## src/rtl/p5_pkg.sv

```systemverilog
// Shared P5 datapath definitions: skid-stage state encoding and a width helper.
package p5_pkg;

  typedef enum logic [1:0] {
    SKID_EMPTY = 2'd0,
    SKID_ONE   = 2'd1,
    SKID_FULL  = 2'd2
  } skid_state_e;

  // A 1-bit select is still needed when NUM_IN is 1 or 2.
  function automatic int clog2_min1(input int n);
    return (n <= 2) ? 1 : $clog2(n);
  endfunction

endpackage

```

## src/rtl/mux_skid_stage_mux_n.sv

```systemverilog
// Combinational N:1 word select; an out-of-range select yields zero and raises o_oor.
module mux_n
  import p5_pkg::*;
#(
  parameter  int WIDTH  = 32,
  parameter  int NUM_IN = 2,
  localparam int SEL_W  = clog2_min1(NUM_IN)
) (
  input  logic [NUM_IN*WIDTH-1:0] i_data,
  input  logic [SEL_W-1:0]        i_sel,
  output logic [WIDTH-1:0]        o_data,
  output logic                    o_oor
);

  always_comb begin
    // NOTE: defaults first so every path assigns both outputs and no latch is inferred.
    o_data = '0;
    o_oor  = 1'b1;
    for (int k = 0; k < NUM_IN; k++) begin
      if (i_sel == SEL_W'(k)) begin
        o_data = i_data[k*WIDTH +: WIDTH];
        o_oor  = 1'b0;
      end
    end
  end

endmodule

```

## src/rtl/mux_skid_stage.sv

```systemverilog
// N-input selecting pipeline stage with a 2-entry skid buffer, flush and bad-select pulse.
module mux_skid_stage
  import p5_pkg::*;
#(
  parameter  int WIDTH  = 32,
  parameter  int NUM_IN = 2,
  localparam int SEL_W  = clog2_min1(NUM_IN)
) (
  input  logic                    clk,
  input  logic                    reset_n,
  input  logic [NUM_IN*WIDTH-1:0] in_data,
  input  logic [SEL_W-1:0]        in_sel,
  input  logic                    in_valid,
  output logic                    in_ready,
  input  logic                    flush,
  output logic [WIDTH-1:0]        out_data,
  output logic                    out_valid,
  input  logic                    out_ready,
  output logic                    sel_err
);

  skid_state_e      r_state;
  logic [WIDTH-1:0] r_main;
  logic [WIDTH-1:0] r_skid;
  logic             r_in_ready;
  logic             r_out_valid;
  logic             r_sel_err;

  logic [WIDTH-1:0] w_word;
  logic             w_oor;
  logic             w_accept;
  logic             w_pop;

  mux_n #(
    .WIDTH  (WIDTH),
    .NUM_IN (NUM_IN)
  ) u_mux (
    .i_data (in_data),
    .i_sel  (in_sel),
    .o_data (w_word),
    .o_oor  (w_oor)
  );

  assign w_accept = in_valid && r_in_ready;
  assign w_pop    = r_out_valid && out_ready;

  // Ready and valid are kept as their own flops, updated alongside the state,
  // so neither output has a combinational path from the handshake inputs.
  always_ff @(posedge clk or negedge reset_n) begin
    if (!reset_n) begin
      // NOTE: both data entries are reset too, so out_data reads zero out of reset.
      r_state     <= SKID_EMPTY;
      r_main      <= '0;
      r_skid      <= '0;
      r_in_ready  <= 1'b1;
      r_out_valid <= 1'b0;
      r_sel_err   <= 1'b0;
    end else begin
      // NOTE: non-blocking assignments so every branch reads pre-edge values.
      r_sel_err <= w_accept && w_oor;
      if (flush) begin
        r_state     <= SKID_EMPTY;
        r_in_ready  <= 1'b1;
        r_out_valid <= 1'b0;
      end else begin
        unique case (r_state)
          SKID_EMPTY: begin
            if (w_accept) begin
              r_main      <= w_word;
              r_state     <= SKID_ONE;
              r_out_valid <= 1'b1;
            end
          end
          SKID_ONE: begin
            if (w_accept && !w_pop) begin
              r_skid     <= w_word;
              r_state    <= SKID_FULL;
              r_in_ready <= 1'b0;
            end else if (w_accept) begin
              r_main <= w_word;
            end else if (w_pop) begin
              r_state     <= SKID_EMPTY;
              r_out_valid <= 1'b0;
            end
          end
          SKID_FULL: begin
            if (w_pop) begin
              r_main     <= r_skid;
              r_state    <= SKID_ONE;
              r_in_ready <= 1'b1;
            end
          end
          default: begin
            r_state     <= SKID_EMPTY;
            r_in_ready  <= 1'b1;
            r_out_valid <= 1'b0;
          end
        endcase
      end
    end
  end

  assign in_ready  = r_in_ready;
  assign out_valid = r_out_valid;
  assign out_data  = r_main;
  assign sel_err   = r_sel_err;

endmodule
```

## config.mk

```make
export PLATFORM = sky130hd
export DESIGN_NAME = mux_skid_stage
export DESIGN_NICKNAME = d
export VERILOG_FILES = /design/src/rtl/p5_pkg.sv /design/src/rtl/mux_skid_stage_mux_n.sv /design/src/rtl/mux_skid_stage.sv
export SDC_FILE = /design/constraint.sdc
export NUM_CORES = 1
export LEC_CHECK = 0
export ABC_AREA = 1
export BUFFER_PORTS_ARGS = -buffer_cell sky130_fd_sc_hd__buf_2
export CORE_UTILIZATION = 40
export CTS_CLUSTER_DIAMETER = 30
export DETAILED_ROUTE_END_ITERATION = 8
export PLACE_DENSITY = 0.7
export SYNTH_ARGS = -nofsm -noshare
export SYNTH_HDL_FRONTEND = slang
export SYNTH_SLANG_ARGS = --single-unit
export TNS_END_PERCENT = 10
```

## constraint.sdc

```tcl
create_clock -name clk -period 1.4 [get_ports clk]
set_input_delay 0.07 -clock clk [delete_from_list [all_inputs] [get_ports clk]]
set_output_delay 0.07 -clock clk [all_outputs]
set_load 0.02 [all_outputs]
```

==> qor.csv <==
metric;value;unit
end_kind;register;
cpMaxStageDelayCell;dfstp_2;
grt_max_degree;51;
startpoint;in_ready;
r2r_start;in_ready;
grt_first_pass_wirelength;15.93;mm
ys_seq_area_share;44.56;%
num_rows;35;
r2r-end;r_skid[14];
ys_types;21;
violations;negative setup slack;
setup_tns;-12.63;ps
dr.pass1.iters;5;
combinationalPowerShare;38.5;%
drtIter0Drc;188;
clock-sinks;68;
postRouteAntennaNets;0;
worstPathMaxFanout;33;
setup_ws;-6.870;ps
grt_pass1_vias;3508;
hold_violations;0;
ys_seq_elements;68;
cp_cell_sequence;nand2_4, inv_4, nand2_4, nor2_4, buf_12, inv_16, nand2_1, nand2_1;
layout_commonest_cell;nand2_1;
initial_core_util;41.35;%
crit_buf_inv;3;
grt-ovfl-total;0;
die_w;99.74;µm
critPathArrivalTime;1640;ps
cp-endpoint;r_skid[14];
io_pins;105;
switchingPower;0.003250;W
cts.htree.levels;3;
via_count;3727;
drc;0;
r2r_slack;-7;ps
n_fill_cell;922;
final_cell_mix;nand2_1 (269), buf_2 (102), nand3_1 (93), inv_1 (68), dfrtp_1 (67);
drv_cap;0;
drt-total-wl;9.667;mm
finalCritPeriodShare;100.5;%
synth_nets;626;
routed_via_density;4.676;
seqPwrFrac;42.8;%
ir_drop;0.0007031;V
finalClockSkew;9.726;ps
design_area;4831;µm²
antenna_found_initial;0;
clkPwrFrac;18.7;%
power_density;1677;nW/µm²
start_kind;register;
netlist_area;3821;µm²
synth_cells;556;
clock-root-buffer;clkbuf_8;
core;9240;µm²
clkLatencyLatePin;340;ps
reg2reg_depth;8;
max_stage_delay;560;ps
numCtsBuffers;9;
swShare;40.11;%
whs;54.05;ps
postSynthAreaPerCell;6.873;µm²
placed_area;4489;µm²
slew_viol_final;0;
grt_usage;20.47;%
cts_buffer_depth;2;
hpwl;6.845;mm
dieArea;9948;µm²
rsz0062_at_grt;true;
status;finished with violations;
io_buffers;103;
worstSetupPathType;reg2reg;
total_power;0.008103;W
layout-drive-gt1-share;23.80;%
area_growth;26.42;%
power.internal;0.004853;W
post_drt_wl_per_cell;12.13;µm
fin_crit;1407;ps
worstPathRequired;1630;ps
hold_class;in2reg;
max_freq;0.7108;GHz
gp_congestion;0.8896;
cts.clk_slew.worst_paths;70;ps
synth_warnings;0;
path_depth;8;
nNetsFinal;735;
fp.dieH;99.74;µm
p_leak;2.922;nW
path_delay_family;flip-flops;
n_antenna_cell;0;
utilization;52.28;%
cts_tree;done;
finalSetupViolations;4;
## cell families after synthesis
logic type | Yosys count | synth area share (%)
other cells | 1 | 0.09814
flops | 68 | 44.56
buf+inv | 102 | 12.70
compound gates | 4 | 0.8186
simple gates | 381 | 41.81
## synth_stat cells
cell | n | area share [%]
dfstp_2 | 1 | 0.69
inv_2 | 4 | 0.39
conb_1 | 1 | 0.098
nand3_1 | 99 | 13
a21oi_1 | 1 | 0.13
nor2_4 | 1 | 0.29
nand2_4 | 3 | 0.88
buf_6 | 9 | 2.7
nand3_2 | 1 | 0.26
clkbuf_1 | 2 | 0.20
a21oi_4 | 1 | 0.43
dfrtp_1 | 67 | 44
inv_4 | 1 | 0.16
buf_2 | 14 | 1.8
nand2_2 | 2 | 0.33
o21ai_0 | 2 | 0.26
buf_4 | 4 | 0.79
nor2_1 | 4 | 0.39
nand2_1 | 270 | 27
inv_1 | 68 | 6.7
nand4_1 | 1 | 0.16
## state kept, by name (all words and copies together), names as in the netlist
name / cells
in_ready: 1
out_data: 32
out_valid: 1
r_skid: 32
r_state: 2
## layer usage
layer | GRT usage [%] | up-vias | share of wire [%]
li1 | - | 1907 | -
met1 | 26.78 | 1672 | 45
met2 | 32.84 | 130 | 47
met3 | 3.865 | 18 | 5.8
met4 | 9.502 | 0 | 1.6
met5 | 0 | - | 0
## stage by stage
step	cells	setup slack (ps)
after floorplan	556	-35.93
after global placement	778	-23.63
after detailed placement	778	-57.30
after CTS	795	16.44
after global routing	797	-84.92
final	797	-6.870
## what timing repair did
| item | CTS | global route |
|---|---|---|
| resized for setup | 8 | 18 |
| hold buffers | 1 | 0 |
| cloned | 0 | 1 |
| buffers inserted | 2 | 2 |
| setup endpoints to repair | 64 | 64 |
| endpoints found under the hold margin | 68 | 0 |
| pin swaps | 1 | 19 |
## worst min-delay path by stage
stage                     depth (start not counted)  slack [ps]     endpoint        start
after CTS                                         5          40    r_skid[0]  in_data[32]
after global routing                              5          70   r_skid[20]  in_data[52]
after detailed placement                          1         -30    r_skid[2]      reset_n
final                                             5          50    r_skid[1]  in_data[33]
after floorplan                                   0        -230  out_data[0]      reset_n
after global placement                            1         -30    r_skid[0]      reset_n
## layout make-up
type,count,area [µm²],share of cell area [%]
timing repair buffer,127,818.3,16.94
sequential,68,1703,35.25
tap,129,161.4,3.341
multi-input combinational,386,1684,34.86
clock buffer,11,131.4,2.720
inverter,73,292.8,6.061
clock inverter,3,40.04,0.8288
## power by group through the flow
stage	Combinational [W]	Clock [W]	Sequential, W
3_3_place_gp	0.00290	0	0.00349
6_report	0.00312	0.00151	0.00347
2_1_floorplan	0.00146	0	0.00394
5_1_grt	0.00348	0.00163	0.00358
3_5_place_dp	0.00300	0	0.00348
4_1_cts	0.00306	0.00155	0.00347
## tightest hold or removal path, cell delays in order
cell and delay, ps:
buf_2 70, inv_1 30, nand2_1 60, nand3_1 70, nand2_1 60
Note: power is estimated with default switching activity, not from simulation.
